==> src/rtl/pong_game_ctrl.sv <==
// Pong match sequencer: serves, point freezes, pause, scoring and winner detection.
// All delays are counted in video frames so they are independent of pixel clock.
module pong_game_ctrl #(
    parameter int unsigned WIN_SCORE    = 11,
    parameter int unsigned SERVE_FRAMES = 60,
    parameter int unsigned POINT_FRAMES = 90,
    parameter int unsigned SCORE_W      = 4
) (
    input  logic               clk,
    input  logic               reset,
    input  logic               start,
    input  logic               pause,
    input  logic               frame_tick,
    input  logic               miss_left,
    input  logic               miss_right,
    output logic               game_on,
    output logic               ball_serve,
    output logic               serve_dir,
    output logic [SCORE_W-1:0] score_left,
    output logic [SCORE_W-1:0] score_right,
    output logic [1:0]         winner,
    output logic [2:0]         state
);

    localparam int unsigned MAX_FRAMES = (SERVE_FRAMES > POINT_FRAMES) ? SERVE_FRAMES : POINT_FRAMES;
    localparam int unsigned CNT_W      = $clog2(MAX_FRAMES) + 1;

    typedef enum logic [2:0] {
        ST_IDLE   = 3'd0,
        ST_SERVE  = 3'd1,
        ST_PLAY   = 3'd2,
        ST_POINT  = 3'd3,
        ST_PAUSED = 3'd4,
        ST_OVER   = 3'd5
    } state_t;

    state_t             st;
    logic [CNT_W-1:0]   frame_cnt;
    logic               start_q;
    logic               pause_q;
    logic               start_edge;
    logic               pause_edge;
    logic               serve_done;
    logic               point_done;
    logic               left_won;
    logic               right_won;

    assign start_edge = start & ~start_q;
    assign pause_edge = pause & ~pause_q;
    assign serve_done = frame_tick && (frame_cnt == CNT_W'(SERVE_FRAMES - 1));
    assign point_done = frame_tick && (frame_cnt == CNT_W'(POINT_FRAMES - 1));
    assign left_won   = (score_left  == SCORE_W'(WIN_SCORE));
    assign right_won  = (score_right == SCORE_W'(WIN_SCORE));
    assign state      = st;

    always_ff @(posedge clk or posedge reset) begin
        if (reset) begin
            st          <= ST_IDLE;
            frame_cnt   <= '0;
            start_q     <= 1'b0;
            pause_q     <= 1'b0;
            game_on     <= 1'b0;
            ball_serve  <= 1'b0;
            serve_dir   <= 1'b0;
            score_left  <= '0;
            score_right <= '0;
            winner      <= 2'd0;
        end else begin
            start_q    <= start;
            pause_q    <= pause;
            ball_serve <= 1'b0;
            case (st)
                ST_IDLE, ST_OVER: begin
                    if (start_edge) begin
                        st          <= ST_SERVE;
                        frame_cnt   <= '0;
                        game_on     <= 1'b1;
                        serve_dir   <= 1'b0;
                        score_left  <= '0;
                        score_right <= '0;
                        winner      <= 2'd0;
                    end
                end
                ST_SERVE: begin
                    if (serve_done) begin
                        st         <= ST_PLAY;
                        frame_cnt  <= '0;
                        ball_serve <= 1'b1;
                    end else if (frame_tick) begin
                        frame_cnt <= frame_cnt + CNT_W'(1);
                    end
                end
                ST_PLAY: begin
                    // A miss always takes priority over a coincident pause press
                    if (miss_left || miss_right) begin
                        st        <= ST_POINT;
                        frame_cnt <= '0;
                        game_on   <= 1'b0;
                        if (miss_left && !miss_right) begin
                            serve_dir <= 1'b0;
                            if (!right_won) score_right <= score_right + SCORE_W'(1);
                        end else if (miss_right && !miss_left) begin
                            serve_dir <= 1'b1;
                            if (!left_won) score_left <= score_left + SCORE_W'(1);
                        end
                    end else if (pause_edge) begin
                        st        <= ST_PAUSED;
                        frame_cnt <= '0;
                        game_on   <= 1'b0;
                    end
                end
                ST_POINT: begin
                    if (point_done) begin
                        frame_cnt <= '0;
                        if (left_won) begin
                            st     <= ST_OVER;
                            winner <= 2'd1;
                        end else if (right_won) begin
                            st     <= ST_OVER;
                            winner <= 2'd2;
                        end else begin
                            st      <= ST_SERVE;
                            game_on <= 1'b1;
                        end
                    end else if (frame_tick) begin
                        frame_cnt <= frame_cnt + CNT_W'(1);
                    end
                end
                ST_PAUSED: begin
                    if (pause_edge) begin
                        st        <= ST_PLAY;
                        frame_cnt <= '0;
                        game_on   <= 1'b1;
                    end
                end
                default: begin
                    st        <= ST_IDLE;
                    frame_cnt <= '0;
                    game_on   <= 1'b0;
                end
            endcase
        end
    end

endmodule

==> config.mk <==
export PLATFORM = sky130hd
export DESIGN_NAME = pong_game_ctrl
export DESIGN_NICKNAME = d
export VERILOG_FILES = /design/src/rtl/pong_game_ctrl.sv
export SDC_FILE = /design/constraint.sdc
export NUM_CORES = 1
export LEC_CHECK = 0
export BUFFER_PORTS_ARGS = -buffer_cell sky130_fd_sc_hd__buf_2
export CORE_UTILIZATION = 51
export DETAILED_ROUTE_END_ITERATION = 16
export PLACE_DENSITY_LB_ADDON = 0.2
export SKIP_CTS_REPAIR_TIMING = 1
export SLEW_MARGIN = 30
export SYNTH_ARGS = -nofsm -noshare
export SYNTH_HDL_FRONTEND = slang
export SYNTH_SLANG_ARGS = --single-unit
==> constraint.sdc <==
create_clock -name clk -period 1.6 [get_ports clk]
set_clock_uncertainty 0.1 [all_clocks]
set_input_delay 0 -clock clk [delete_from_list [all_inputs] [get_ports clk]]
set_output_delay 0 -clock clk [all_outputs]
set_load 0.01 [all_outputs]
==> summary.txt <==
status: finished, violations left
failing checks: negative setup slack
clock sinks: 26
fmax: 0.540 GHz
layout cells sized above 1: 0.469
largest family of logic cells by synthesized area: simple AND/OR/NAND/NOR gates
instance area at placement: 0.00208 mm2
Critical Path End Type: flop
die area: 0.00341 mm2
Hold Path Origin: miss_right
max cap viols: 0
Switch Pwr: 1.47 mW
final hold vios: 0
RSZ-0062 raised after global routing: yes
Synth Instances: 171
GR Overflow Total: 0
Worst Path Required: 1730 ps
mapped cell area: 0.00162 mm2
FP Rows: 20
Peak supply drop: 0.648 mV
drt total wl: 4.46 mm
fin area: 0.00237 mm2
Post-synth EDFFs: 0
HP Class: primary input to flop
vias in the first global route: 1547
die height: 58.4 um
Clock Tree Root: clkbuf_4
CP endpoint: frame_cnt[7]$_DFFE_PP0N_
sequential fraction of the synthesis area: 0.401
mux cell area share after synthesis: 0.0316
Lkg Pwr: 1.13 nW
Slew @ Worst Pin: 351 ps
yosys warns: 0
DR vias/cell: 5.61
initial antenna violation count: 0
Clock Path Buffers: 2
Initial Util: 0.536
Mapped Nets: 185
I/O pin count: 23
startpoint types: flop
final setup vio count: 19
GPL Wtd Cong: 0.834
DRT iter0 DRCs: 75
vias after detailed routing: 1609
DRC violations left: 0
internal power: 2.02 mW
Post-synth ARST share: 1.00
Pwr Density: 1470 mW/mm2
#FFs+latches synth: 26
number of CTS-inserted buffers: 3
critical path class: flop to flop
Worst-Skew Late Latency: 340 ps
Tmin final: 1850 ps
routed len/inst: 15.5 um
Data arrival, critical path: 1980 ps
RR Endpoint: frame_cnt[7]$_DFFE_PP0N_
clock transition at the registers of the reported paths: 160 ps
port bufs: 22
first-pass GRT wire length: 6.37 mm
crit-path max FO: 5
1st-pass router iterations: 7
Total Routing Usage GR: 0.242
Distinct cells, synth: 49
slew margin rel.: 0.766
HPWL Detailed: 2.86 mm
r2r worst-path depth: 7
Post-DRT Antenna Nets: 0
# nets final: 258
Sequential Power Share: 0.274
die width: 58.4 um
Pins Over Slew Limit: 0
# H-tree levels: 1
Switching Fraction: 0.421
CTS tree: built
pin count of the biggest net entering global routing: 27
Logic pwr share: 0.623
fin util: 0.783
number of diodes: 0
final setup margin: -252 ps
Worst R2R Setup Slack: -250 ps
Synth-to-Final Area Change: 46.0%
Synth Area in Compound Gates: 0.207
syn avg cell area: 9.50 um2
RR Startpoint: frame_cnt[0]$_DFFE_PP0N_
Final Total Pwr: 3.49 mW
Setup crit start: frame_cnt[0]$_DFFE_PP0N_
post-synthesis adder-cell area fraction: 0.0539
period utilization: 1.16
Simple-Gate Fraction of Synth Area: 0.254
Synth Flop Type: dfrtp_1
XOR/XNOR share of the synthesized area: 0.00539
core area: 0.00303 mm2
Clock power frac: 0.103
==> critical path, cell delays in order (launching register included) <==
cell      delay [ps]
dfrtp_1          450
ha_2             220
nand4b_1         140
mux2_4           340
o21ai_4          160
buf_6            140
or3_1            100
o211ai_1          90
==> synthesized netlist by cell type, types with 2 or more instances <==
| cell | n | area [um2] |
|---|---|---|
| a21oi_1 | 7 | 35.0 |
| a22o_1 | 2 | 17.5 |
| a31oi_1 | 6 | 37.5 |
| and3b_1 | 3 | 26.3 |
| buf_4 | 2 | 15.0 |
| clkbuf_1 | 2 | 7.51 |
| dfrtp_1 | 26 | 651 |
| ha_1 | 7 | 87.6 |
| inv_1 | 10 | 37.5 |
| mux2i_1 | 4 | 40.0 |
| nand2_1 | 21 | 78.8 |
| nand2b_1 | 4 | 25.0 |
| nand3_1 | 7 | 35.0 |
| nand3b_1 | 3 | 22.5 |
| nand4_1 | 3 | 18.8 |
| nand4b_1 | 3 | 26.3 |
| nor2_1 | 11 | 41.3 |
| nor2b_1 | 3 | 18.8 |
| nor3b_4 | 2 | 37.5 |
| o211ai_1 | 2 | 15.0 |
| o21ai_0 | 10 | 50.1 |
| o21ai_2 | 2 | 17.5 |
| o31ai_1 | 4 | 30.0 |
| or3_1 | 2 | 12.5 |
==> area by class of cell <==
cell class | count | area, um2
Multi-Input combinational cell | 130 | 1050
Fill cell | 207 | 657
Sequential cell | 26 | 654
Timing Repair Buffer | 73 | 533
Tap cell | 44 | 55.1
Inverter | 10 | 37.5
Clock buffer | 4 | 36.3
==> per-stage QoR <==
stage               TNS [ps]  cells  setup WS (ps)  hold slack [ps]
floorplan              -1000    171           -131            -68.6
global placement        -910    270           -139            -31.9
detailed placement     -1600    270           -210            -14.7
CTS                    -2260    274           -237             -389
global route           -4010    287           -343             72.1
finish                 -2610    287           -252             45.7
==> power groups by stage <==
stage | clock (mW) | sequential [mW] | combinational, mW
global placement | 0 | 0.933 | 1.76
finish | 0.359 | 0.956 | 2.17
CTS | 0.359 | 0.932 | 1.83
global route | 0.384 | 0.975 | 2.34
floorplan | 0 | 1.00 | 1.05
detailed placement | 0 | 0.944 | 1.82
==> registers in the layout, summed over array words and instances, names as in the netlist <==
name and count:
frame_cnt 8, game_on 1, winner 2, ball_serve 1
score_right 4, start_q 1, state 3, pause_q 1
score_left 4, serve_dir 1
==> routing by layer <==
layer / part of all wire / routed length [um] / track usage / up-vias
li1: - / - / - / 768
met1: 0.43 / 1940 / 0.301 / 779
met2: 0.51 / 2270 / 0.415 / 53
met3: 0.041 / 182 / 0.0352 / 9
met4: 0.014 / 64 / 0.112 / 0
met5: 0 / 0 / 0 / -
==> cells by family after synthesis <==
| logic type | count (synthesis) |
|---|---|
| and+or+nand+nor | 71 |
| AOI/OAI and AO/OA | 45 |
| DFF | 26 |
| buffers and inverters | 16 |
| adders and majority gates | 7 |
| muxes | 5 |
| xor gates and xnor gates | 1 |
==> worst min path at each step <==
stage,cells past startpoint,slack (ps),to
after global placement,3,-30,score_left[3]$_DFFE_PP0P_
after CTS,3,-390,score_left[2]$_DFFE_PP0P_
after detailed placement,3,-10,winner[1]$_DFFE_PP0P_
after floorplan,0,-70,pause_q$_DFF_PP0_
after global routing,4,70,serve_dir$_DFFE_PP0P_
final,4,50,serve_dir$_DFFE_PP0P_
==> placed cells by master (no fill, tap or decap), types with 2 or more instances in the layout <==
| cell | count |
|---|---|
| buf_6 | 4 |
| ha_1 | 3 |
| a31oi_1 | 6 |
| o211ai_1 | 2 |
| mux2i_1 | 4 |
| nand4b_1 | 3 |
| o21ai_0 | 6 |
| inv_1 | 9 |
| a21oi_1 | 5 |
| nand4_1 | 3 |
| nor2_2 | 2 |
| dfrtp_2 | 3 |
| nand2b_1 | 4 |
| nand3b_1 | 3 |
| buf_2 | 22 |
| nor3b_4 | 2 |
| nor2b_1 | 2 |
| dfrtp_1 | 23 |
| nor2_4 | 2 |
| nand2_2 | 4 |
| or3_1 | 2 |
| a22o_1 | 2 |
| buf_4 | 41 |
| nand3_2 | 5 |
| clkbuf_4 | 3 |
| o31ai_1 | 4 |
| nand3_1 | 3 |
| and3b_1 | 2 |
| nand2_1 | 17 |
| nor2_1 | 8 |
| o21ai_4 | 2 |
| a21oi_2 | 2 |
| dlygate4sd3_1 | 5 |
| o21ai_1 | 5 |
| ha_2 | 3 |
Power figures use the tool's default switching activity.
